==> src/rtl/pc_sequencer.sv <==
// Fetch-address generator: trap/redirect/RAS/sequential next-PC selection
// with a fetch handshake and debug halt/resume.
module pc_sequencer #(
    parameter int unsigned     XLEN         = 32,
    parameter logic [XLEN-1:0] RESET_VECTOR = '0,
    parameter bit              C_EXT        = 1'b0,
    parameter int unsigned     RAS_DEPTH    = 4
) (
    input  logic            clk,
    input  logic            reset,
    output logic [XLEN-1:0] pc_out,
    output logic            pc_valid,
    input  logic            fetch_ready,
    input  logic            fetch_compressed,
    input  logic            stall,
    input  logic            redirect_valid,
    input  logic [XLEN-1:0] redirect_target,
    input  logic            trap_valid,
    input  logic [XLEN-1:0] trap_vector,
    input  logic            ras_push,
    input  logic            ras_pop,
    input  logic            halt_req,
    input  logic            resume_req,
    output logic            halted,
    output logic            misalign_err
);

    localparam int unsigned PW = $clog2(RAS_DEPTH);
    localparam logic [PW:0] CNT_MAX = (PW+1)'(RAS_DEPTH);

    typedef enum logic [1:0] {BOOT, RUN, HALTED} state_t;

    state_t          state_q, state_d;
    logic [XLEN-1:0] pc_q, pc_d;
    logic            pc_valid_q, pc_valid_d;
    logic            halted_q, halted_d;
    logic            mis_q, mis_d;
    logic [XLEN-1:0] ras_q [RAS_DEPTH];
    logic [XLEN-1:0] ras_d [RAS_DEPTH];
    logic [PW-1:0]   ptr_q, ptr_d;
    logic [PW:0]     cnt_q, cnt_d;

    logic [XLEN-1:0] step, ret_addr, tvec;
    logic [PW-1:0]   top_idx;
    logic            active, take_trap, take_redir, tgt_mis;
    logic            advance, ras_ok, do_push, do_pop;

    always_comb begin
        step       = (C_EXT && fetch_compressed) ? XLEN'(2) : XLEN'(4);
        ret_addr   = pc_q + step;
        tvec       = {trap_vector[XLEN-1:2], 2'b00};
        tgt_mis    = C_EXT ? redirect_target[0] : |redirect_target[1:0];
        active     = state_q != BOOT;
        take_trap  = active && trap_valid;
        take_redir = active && redirect_valid;
        advance    = (state_q == RUN) && pc_valid_q && fetch_ready && !stall;
        // RAS only tracks the sequential stream, never control transfers
        ras_ok     = advance && !take_trap && !take_redir;
        top_idx    = ptr_q - PW'(1);
        do_pop     = ras_ok && ras_pop && (cnt_q != '0);
        do_push    = ras_ok && ras_push;
    end

    always_comb begin
        ras_d = ras_q;
        ptr_d = ptr_q;
        cnt_d = cnt_q;
        if (do_push && do_pop) begin
            ras_d[top_idx] = ret_addr;
        end else if (do_push) begin
            // when full, ptr_q already points at the oldest entry
            ras_d[ptr_q] = ret_addr;
            ptr_d = ptr_q + PW'(1);
            if (cnt_q != CNT_MAX) cnt_d = cnt_q + 1'b1;
        end else if (do_pop) begin
            ptr_d = top_idx;
            cnt_d = cnt_q - 1'b1;
        end
    end

    always_comb begin
        pc_d  = pc_q;
        mis_d = 1'b0;
        if (take_trap) begin
            pc_d = tvec;
        end else if (take_redir && !tgt_mis) begin
            pc_d = redirect_target;
        end else if (take_redir) begin
            pc_d  = tvec;
            mis_d = 1'b1;
        end else if (do_pop) begin
            pc_d = ras_q[top_idx];
        end else if (advance) begin
            pc_d = ret_addr;
        end
    end

    always_comb begin
        state_d = state_q;
        unique case (state_q)
            BOOT:    state_d = RUN;
            RUN:     if (halt_req) state_d = HALTED;
            HALTED:  if (resume_req) state_d = RUN;
            default: state_d = BOOT;
        endcase
        pc_valid_d = state_d == RUN;
        halted_d   = state_d == HALTED;
    end

    always_ff @(posedge clk or posedge reset) begin
        if (reset) begin
            state_q    <= BOOT;
            pc_q       <= RESET_VECTOR;
            pc_valid_q <= 1'b0;
            halted_q   <= 1'b0;
            mis_q      <= 1'b0;
            ptr_q      <= '0;
            cnt_q      <= '0;
            for (int i = 0; i < RAS_DEPTH; i++) ras_q[i] <= '0;
        end else begin
            state_q    <= state_d;
            pc_q       <= pc_d;
            pc_valid_q <= pc_valid_d;
            halted_q   <= halted_d;
            mis_q      <= mis_d;
            ptr_q      <= ptr_d;
            cnt_q      <= cnt_d;
            ras_q      <= ras_d;
        end
    end

    assign pc_out       = pc_q;
    assign pc_valid     = pc_valid_q;
    assign halted       = halted_q;
    assign misalign_err = mis_q;

endmodule

==> config.mk <==
export PLATFORM = sky130hd
export DESIGN_NAME = pc_sequencer
export DESIGN_NICKNAME = d
export VERILOG_FILES = /design/src/rtl/pc_sequencer.sv
export SDC_FILE = /design/constraint.sdc
export NUM_CORES = 1
export LEC_CHECK = 0
export ABC_CLOCK_PERIOD_IN_PS = 7850
export CORE_MARGIN = 8
export CORE_UTILIZATION = 45
export CTS_CLUSTER_SIZE = 14
export DETAILED_ROUTE_END_ITERATION = 12
export GPL_ROUTABILITY_DRIVEN = 0
export PLACE_DENSITY = 0.67
export SLEW_MARGIN = 20
export SYNTH_ARGS = -nofsm -noshare
export SYNTH_HDL_FRONTEND = slang
export SYNTH_SLANG_ARGS = --single-unit
==> constraint.sdc <==
create_clock -name clk -period 7.85 [get_ports clk]
set_input_delay 1.9625 -clock clk [delete_from_list [all_inputs] [get_ports clk]]
set_output_delay 1.9625 -clock clk [all_outputs]
set_load 0.1 [all_outputs]
# == Word-level counts from Yosys, hierarchy flattened ==
# Index checks and enable logic that the tools add are counted.
# W data, S select, Z words.
# totals
regBits,170
input_bits,75
output_inout_bits,35
elab_cells,83
# op_classes
n_addsub,5
n_lt_le_gt_ge,4
eq_ne,6
mux,27
bitwise_logic,3
n_reduce_logical,27
# ops
operator,count
$mux W32,9
$bwmux W128,2
$mux W128,2
$demux W32 S2,2
$bmux W32 S2,1
$add A32 B3 Y32 const B,1
$logic_and A1 B1 Y1,14
$mux W3,3
$mux W2,4
$ge A3 B3 Y1 const B,2
$lt A3 B1 Y1 const B,2
$not A2 Y3,2
$pmux W2 S3,1
$reduce_bool A2 Y1,3
$reduce_bool A5 Y1,1
$eq A2 B1 Y1 const B,2
$eq A2 B2 Y1 const B,2
$logic_not A1 Y1,4
$add A3 B1 Y3 const B,1
$mux W1,3
$ne A3 B3 Y1 const B,1
$reduce_and A3 Y1,1
$reduce_bool A3 Y1,1
$sub A3 B1 Y3 const B,1
other kinds (7),7

# == Depth between registers and ports, before layout ==
# Gate-level depths: netlist of the first run.
# depth
word_depth,12
mapped_depth,12
ltp_nobuf,9

# == Worst setup path before layout of the first run ==
# OpenSTA, ideal clock, no wires.
# synth_path
path_kind,input port to flip-flop
startpoint,input port fetch_ready
endpoint,register ras_q[98] (netlist bit)
setup_ns,0.172
arrival_time_ns,3.695
required_time_ns,7.678
slack_ns,3.984
path_stages,11
path_buffers,5
cell_sequence,and4b_1 and4_1 buf_4 buf_2 ha_1 buf_1 nand2b_1 o21ai_4 buf_4 buf_4 a21oi_1
# synth_between
elab_chain_cells,8
word_cells_on_any_way,10
classes_between,mux (1); reduce/logical (9)
# synth_rtl
element,line,rtl
"start, declared",13,"input logic fetch_ready,"
$logic_and A1 B1 Y1 (*) (2 in series),56,advance = (state_q == RUN) && pc_valid_q && fetch_ready && !stall;
$logic_and A1 B1 Y1 (*) (2 in series),58,ras_ok = advance && !take_trap && !take_redir;
$logic_and A1 B1 Y1 (2 in series),60,do_pop = ras_ok && ras_pop && (cnt_q != '0);
$logic_and A1 B1 Y1,68,if (do_push && do_pop) begin
$mux W128 / $reduce_bool A2 Y1 (equally long branches),n/a,
"end signal, assigned",128,ras_q <= ras_d;
"end, declared",38,logic [XLEN-1:0] ras_q [RAS_DEPTH];
# Mark *: on every way between the ends. The rest lies on a longest branch, timed or not.
# A chain may end at the register's enable or synchronous reset.

# == Final worst setup path of the first run ==
# layout_path
startpoint,input port trap_valid
endpoint,register ras_q[1] (netlist bit)
# layout_between
elab_chain_cells,8
word_cells_on_any_way,10
classes_between,mux (1); reduce/logical (9)
# layout_rtl
element,line,rtl
"start, declared",18,"input logic trap_valid,"
$logic_and A1 B1 Y1 (*),54,take_trap = active && trap_valid;
$logic_not A1 Y1 (*),58,
$logic_and A1 B1 Y1 (*) (2 in series),58,
$logic_and A1 B1 Y1 (2 in series),60,
$logic_and A1 B1 Y1,68,
$mux W128 / $reduce_bool A2 Y1 (equally long branches),n/a,
# Marks and branches as above.

==> results.cfg, run 1 <==
[cts]
clock_path_buffers = 2
hold_buffers = 0
cts-root-buf = clkbuf_16
htree_levels = 4
cts_resized = 0
clk_pin_slew_ns = 0.06
cts_tree = built
post_cts_buffers = 0
cts_sinks = 170
clk_latency_ns = 0.43
cts_buffers = 17

[route]
viasPerCell = 5.894
drt_iter0_markers = 570
wirelength_mm = 23.43
detail-route-antenna-nets = 0
drtPass1Iterations = 7
drcViolationCount = 0
vias = 6690
wl_per_cell_um = 20.64

[setup_path]
slowest_stage = o21ai_4
startpoint_type = primary input
crit_family = buffers and inverters
worstPathArrival_ns = 5.28
endpoint_kind = register
crit_type = primary input to register
crit_required_ns = 8.16
worstPathCellList = clkdlybuf4s50_1 > nor3b_1 > and4_1 > ha_1 > nand2b_1 > o21ai_4 > buf_4 > mux2_2
crit_path_max_incr_delay_ns = 0.65
worstPathMaxFanout = 33
crit_buf_inv = 2

[sta]
hold_violations = 0
slew_viol_final = 0
min_period_ns = 4.968
setup_viol = 0
maxSlewHeadroom = 0.3056
hold_slack_ns = 0.5012
fin_crit_sh = 0.6328
tightest_slew_ns = 1.038
rsz0062_at_grt = no
finalSetupTns_ns = 0
skew_ns = 0.009571
fmax_mhz = 201.3
timing.final.ws_setup_ns = 2.882

[synthesis]
syn_nets = 894
yosysSeqAreaShare = 0.4964
synth_seq_cells = 170
synthFlopType = dfrtp_1
async_flop_share = 1.000
netlist_area_sq_mm = 0.008569
yosys_warnings = 0
syn_avg_cell_area_sq_um = 10.58
synthCells = 810
synth_cell_types = 61
synth_edf_count = 0

[finish]
fill_cells = 1638
seqCellArea_sq_mm = 0.004254
antennaDiodeCount = 0
multi_input_area_sq_mm = 0.003978
finish.utilization = 0.5513
area_delta_synth_final_pct = 20.34
drive_gt1_frac = 0.1243
nets = 973

[floorplan]
die_area_sq_mm = 0.02371
core_area_sq_mm = 0.01871
initial_core_util = 0.4581
io-pin-count = 110
die_w_um = 154.0
rows = 50
die_height_um = 154.0

[global_route]
grt_max_degree = 72
grt_pass1_wl_mm = 38.18
antenna_found_initial = 0
overflow = 0
track_usage = 0.2037
grt_pass1_vias = 6777

[place]
place_ws_ns = 2.467
portBuffers = 106
dp_hpwl_mm = 15.31

[power]
vdd_drop_max_mv = 0.2499
p_leak_nw = 4.404
power.total_mw = 4.362
power.density_mw_per_mm2 = 423.0

[job]
maxCapViolations = 0

[outcome]
status = complete, no violations

[worst_hold_path]
hold_path.class = register to register
[power breakdown]
part	leakage [nW]	switching, mW	total [mW]	internal, mW
sequential	2.25	0.268	1.41	1.14
combinational	1.88	1.39	2.12	0.727
clock	0.281	0.347	0.840	0.492
total	4.40	2.00	4.36	2.36
[final cells by class]
type | count | share of cell area
sequential | 170 | 0.4125
clock inverter | 10 | 0.01153
inverter | 8 | 0.003883
clock buffer | 21 | 0.04562
timing repair buffer | 119 | 0.1124
multi-input combinational | 573 | 0.3857
tap | 234 | 0.02839
[Yosys cell counts, drive strengths merged, types with 2 or more instances]
library cell | instances | area [sq um]
dfrtp | 170 | 4254
nor2 | 130 | 490.5
a21oi | 124 | 620.6
buf | 48 | 277.8
nand2 | 46 | 172.7
mux4 | 32 | 720.7
o21ai | 22 | 162.7
xor2 | 22 | 192.7
nand3 | 19 | 107.6
a21o | 15 | 112.6
mux2 | 13 | 150.1
o211ai | 13 | 97.59
a221oi | 11 | 96.34
a222oi | 11 | 110.1
clkbuf | 11 | 42.54
nand4 | 11 | 68.82
o221ai | 11 | 96.34
xnor2 | 10 | 87.58
and2 | 9 | 56.31
and3 | 8 | 50.05
ha | 8 | 100.1
inv | 8 | 35.03
o22ai | 8 | 50.05
a22oi | 7 | 52.55
a31oi | 6 | 37.54
o221a | 5 | 56.30
nand2b | 4 | 25.02
nor3 | 4 | 30.03
and4 | 3 | 26.28
nand4b | 2 | 23.77
o21a | 2 | 15.01
[through the flow]
stage | cells | area [sq um]
floorplan | 810 | 8569
detailed placement | 1104 | 9723
global placement | 1104 | 9723
finish | 1135 | 10310
CTS | 1135 | 10310
global route | 1135 | 10310
[worst paths after layout]
check,from,endpoint,slack [ns],depth (start not counted)
min reg2reg,ras_q[64],ras_q[64],0.50,1
min in group asynchronous,reset,ras_q[96],2.01,2
max reg2reg,cnt_q[0],ras_q[1],4.25,7
min,ras_q[64],ras_q[64],0.50,1
max in group asynchronous,reset,ras_q[61],4.72,3
max,trap_valid,ras_q[1],2.88,8
[layout by cell type (no fill, tap or decap), drive strengths merged, types with 15 or more instances in the layout]
| cell | instances |
|---|---|
| nand3 | 19 |
| dfrtp | 170 |
| clkbuf | 21 |
| a21oi | 124 |
| nand2 | 46 |
| nor2 | 130 |
| a21o | 15 |
| mux4 | 32 |
| o21ai | 22 |
| clkdlybuf4s50 | 106 |
| xor2 | 22 |
[layer usage]
layer / up-vias / wire length [um] / GRT usage
met5: - / 0 / 0
met4: 0 / 252 / 0.05926
met3: 18 / 1310 / 0.04512
met2: 188 / 11280 / 0.3241
met1: 3373 / 10590 / 0.2744
li1: 3111 / - / -
[kinds of logic after synthesis]
family / count (synthesis) / synth area share
DFF: 170 / 0.4964
muxes: 46 / 0.1028
AOI/OAI and AO/OA: 243 / 0.1840
adders and majority gates: 9 / 0.01402
xor gates and xnor gates: 32 / 0.03270
and+or+nand+nor: 243 / 0.1286
buffers and inverters: 67 / 0.04146
[sequential cells by signal, indices dropped and copies added, names as in the netlist]
| signal | flops |
|---|---|
| pc_out | 32 |
| pc_valid | 1 |
| state_q | 2 |
| cnt_q | 3 |
| halted | 1 |
| ras_q | 128 |
| ptr_q | 2 |
| misalign_err | 1 |
(Power assumes the default switching activity.)
==> run 2: changes to the inputs <==
--- a/config.mk
+++ b/config.mk
@@ -5,13 +5,13 @@
 export SDC_FILE = /design/constraint.sdc
 export NUM_CORES = 1
 export LEC_CHECK = 0
-export ABC_CLOCK_PERIOD_IN_PS = 7850
+export ABC_CLOCK_PERIOD_IN_PS = 4500
 export CORE_MARGIN = 8
 export CORE_UTILIZATION = 45
 export CTS_CLUSTER_SIZE = 14
 export DETAILED_ROUTE_END_ITERATION = 12
 export GPL_ROUTABILITY_DRIVEN = 0
-export PLACE_DENSITY = 0.67
+export PLACE_DENSITY = 0.7
 export SLEW_MARGIN = 20
 export SYNTH_ARGS = -nofsm -noshare
 export SYNTH_HDL_FRONTEND = slang
==> constraint.sdc (replaced) <==
create_clock -name clk -period 4.5 [get_ports clk]
set_input_delay 1.125 -clock clk [delete_from_list [all_inputs] [get_ports clk]]
set_output_delay 1.125 -clock clk [all_outputs]
set_load 0.1 [all_outputs]
==> results.cfg, run 2 (same netlist as run 1, synthesis figures left out) <==
[power]
power.density_mw_per_mm2 = 743.0
swShare = 0.4519
p_leak_nw = 4.480
p_int_mw = 4.256
p_seq_frac = 0.317
switching_power_mw = 3.509
p_clk_frac = 0.205
comb_power_share = 0.479
vdd_drop_max_mv = 0.4456

[setup_path]
reg2reg_depth = 8
worstPathMaxFanout = 35
worstPathArrival_ns = 4.05
r2r_start = cnt_q[0]
endpoint_kind = register
crit_required_ns = 4.85
crit_type = primary input to register
startpoint_type = primary input
timing.rr.end = ras_q[116]
reg2reg_slack_ns = 1.38

[sta]
fin_crit_sh = 0.8228
finalSetupTns_ns = 0
slew_viol_final = 0
hold_violations = 0
min_period_ns = 3.703
rsz0062_at_grt = no
tightest_slew_ns = 1.073
maxSlewHeadroom = 0.2817
skew_ns = 0.009582
setup_viol = 0
fmax_mhz = 270.1

[cts]
post_cts_buffers = 0
hold_buffers = 0
htree_levels = 4
cts_buffers = 17
cts_tree = built
clk_latency_ns = 0.43
clk_pin_slew_ns = 0.06
cts_sinks = 170
cts_resized = 0
clock_path_buffers = 2
cts-root-buf = clkbuf_16

[floorplan]
die_w_um = 154.0
rows = 50
core_area_sq_mm = 0.01871
io-pin-count = 110
die_area_sq_mm = 0.02371
initial_core_util = 0.4581
die_height_um = 154.0

[job]
maxCapViolations = 0

[outcome]
status = complete, no violations

[global_route]
track_usage = 0.2009
grt_max_degree = 78
overflow = 0
grt_pass1_wl_mm = 37.81
grt_pass1_vias = 6972
antenna_found_initial = 0

[route]
viasPerCell = 5.932
wl_per_cell_um = 20.34
vias = 6786
detail-route-antenna-nets = 0
drcViolationCount = 0
wirelength_mm = 23.27
drtPass1Iterations = 7
drt_iter0_markers = 695

[finish]
largest_reg_flops = 128
final_cell_mix = 170 x dfrtp_1, 129 x nor2_1, 124 x a21oi_1, 106 x clkdlybuf4s50_1, 46 x nand2_1
drive_gt1_frac = 0.1330
nets = 981
mostFrequentLayoutCell = dfrtp_1
top_register = ras_q
antennaDiodeCount = 0
fin_cells = 1144
area_delta_synth_final_pct = 21.94

[worst_hold_path]
hold_path.class = register to register
hold_depth = 1
worstHoldStart = ras_q[96]
hold_end = ras_q[96]

[place]
portBuffers = 106
dp_hpwl_mm = 15.56
dp_cells = 1112
-- run 2: how the worst max path moves through the flow --
stage                               from          to  slack, ns
after floorplan                    reset    cnt_q[0]       1.21
after global placement        trap_valid  ras_q[117]       0.52
after detailed placement  redirect_valid  ras_q[116]       0.40
after CTS                 redirect_valid  ras_q[116]       0.81
after global routing      redirect_valid  ras_q[116]       0.64
final                     redirect_valid  ras_q[116]       0.80
-- run 2: layout make-up --
cell class,count,area (sq um)
inverter,8,38.79
multi-input combinational,573,3970
tap,234,292.8
clock inverter,11,167.7
fill,1588,8255
sequential,170,4254
clock buffer,21,470.5
timing repair buffer,127,1256
-- run 2: through the flow --
stage                     setup WS (ns)    util  power (mW)  hold slack (ns)  instance area, sq um
after floorplan                   1.206       -       5.185           0.4545                  8573
after global placement           0.5195  0.5245       6.125           0.4842                  9812
after detailed placement         0.3970  0.5245       6.193           0.4840                  9812
after CTS                        0.8130  0.5587       7.789           0.5093                 10450
after global routing             0.6444  0.5587       8.151           0.5177                 10450
final                            0.7974  0.5587       7.764           0.5065                 10450
-- run 2: power by group through the flow --
| stage | registers (mW) | clock network, mW | logic, mW |
|---|---|---|---|
| floorplan | 3.38 | 0 | 1.80 |
| global placement | 2.45 | 0 | 3.67 |
| detailed placement | 2.47 | 0 | 3.73 |
| CTS | 2.45 | 1.60 | 3.74 |
| global route | 2.52 | 1.66 | 3.97 |
| finish | 2.46 | 1.59 | 3.72 |
-- run 2: critical path: stages --
cell             delay, ns
clkdlybuf4s50_1       0.57
nor2_1                0.10
nand3_4               0.22
inv_4                 0.06
ha_1                  0.29
nand2b_1              0.21
o21ai_4               0.81
buf_4                 0.40
nor2_1                0.07
a21oi_1               0.17
-- run 2: per-layer routing --
layer,up-vias,track usage,wire (um)
met5,-,0,0
met4,0,0.06113,472
met3,34,0.05045,1525
met2,216,0.3269,11310
met1,3404,0.2599,9963
li1,3132,-,-
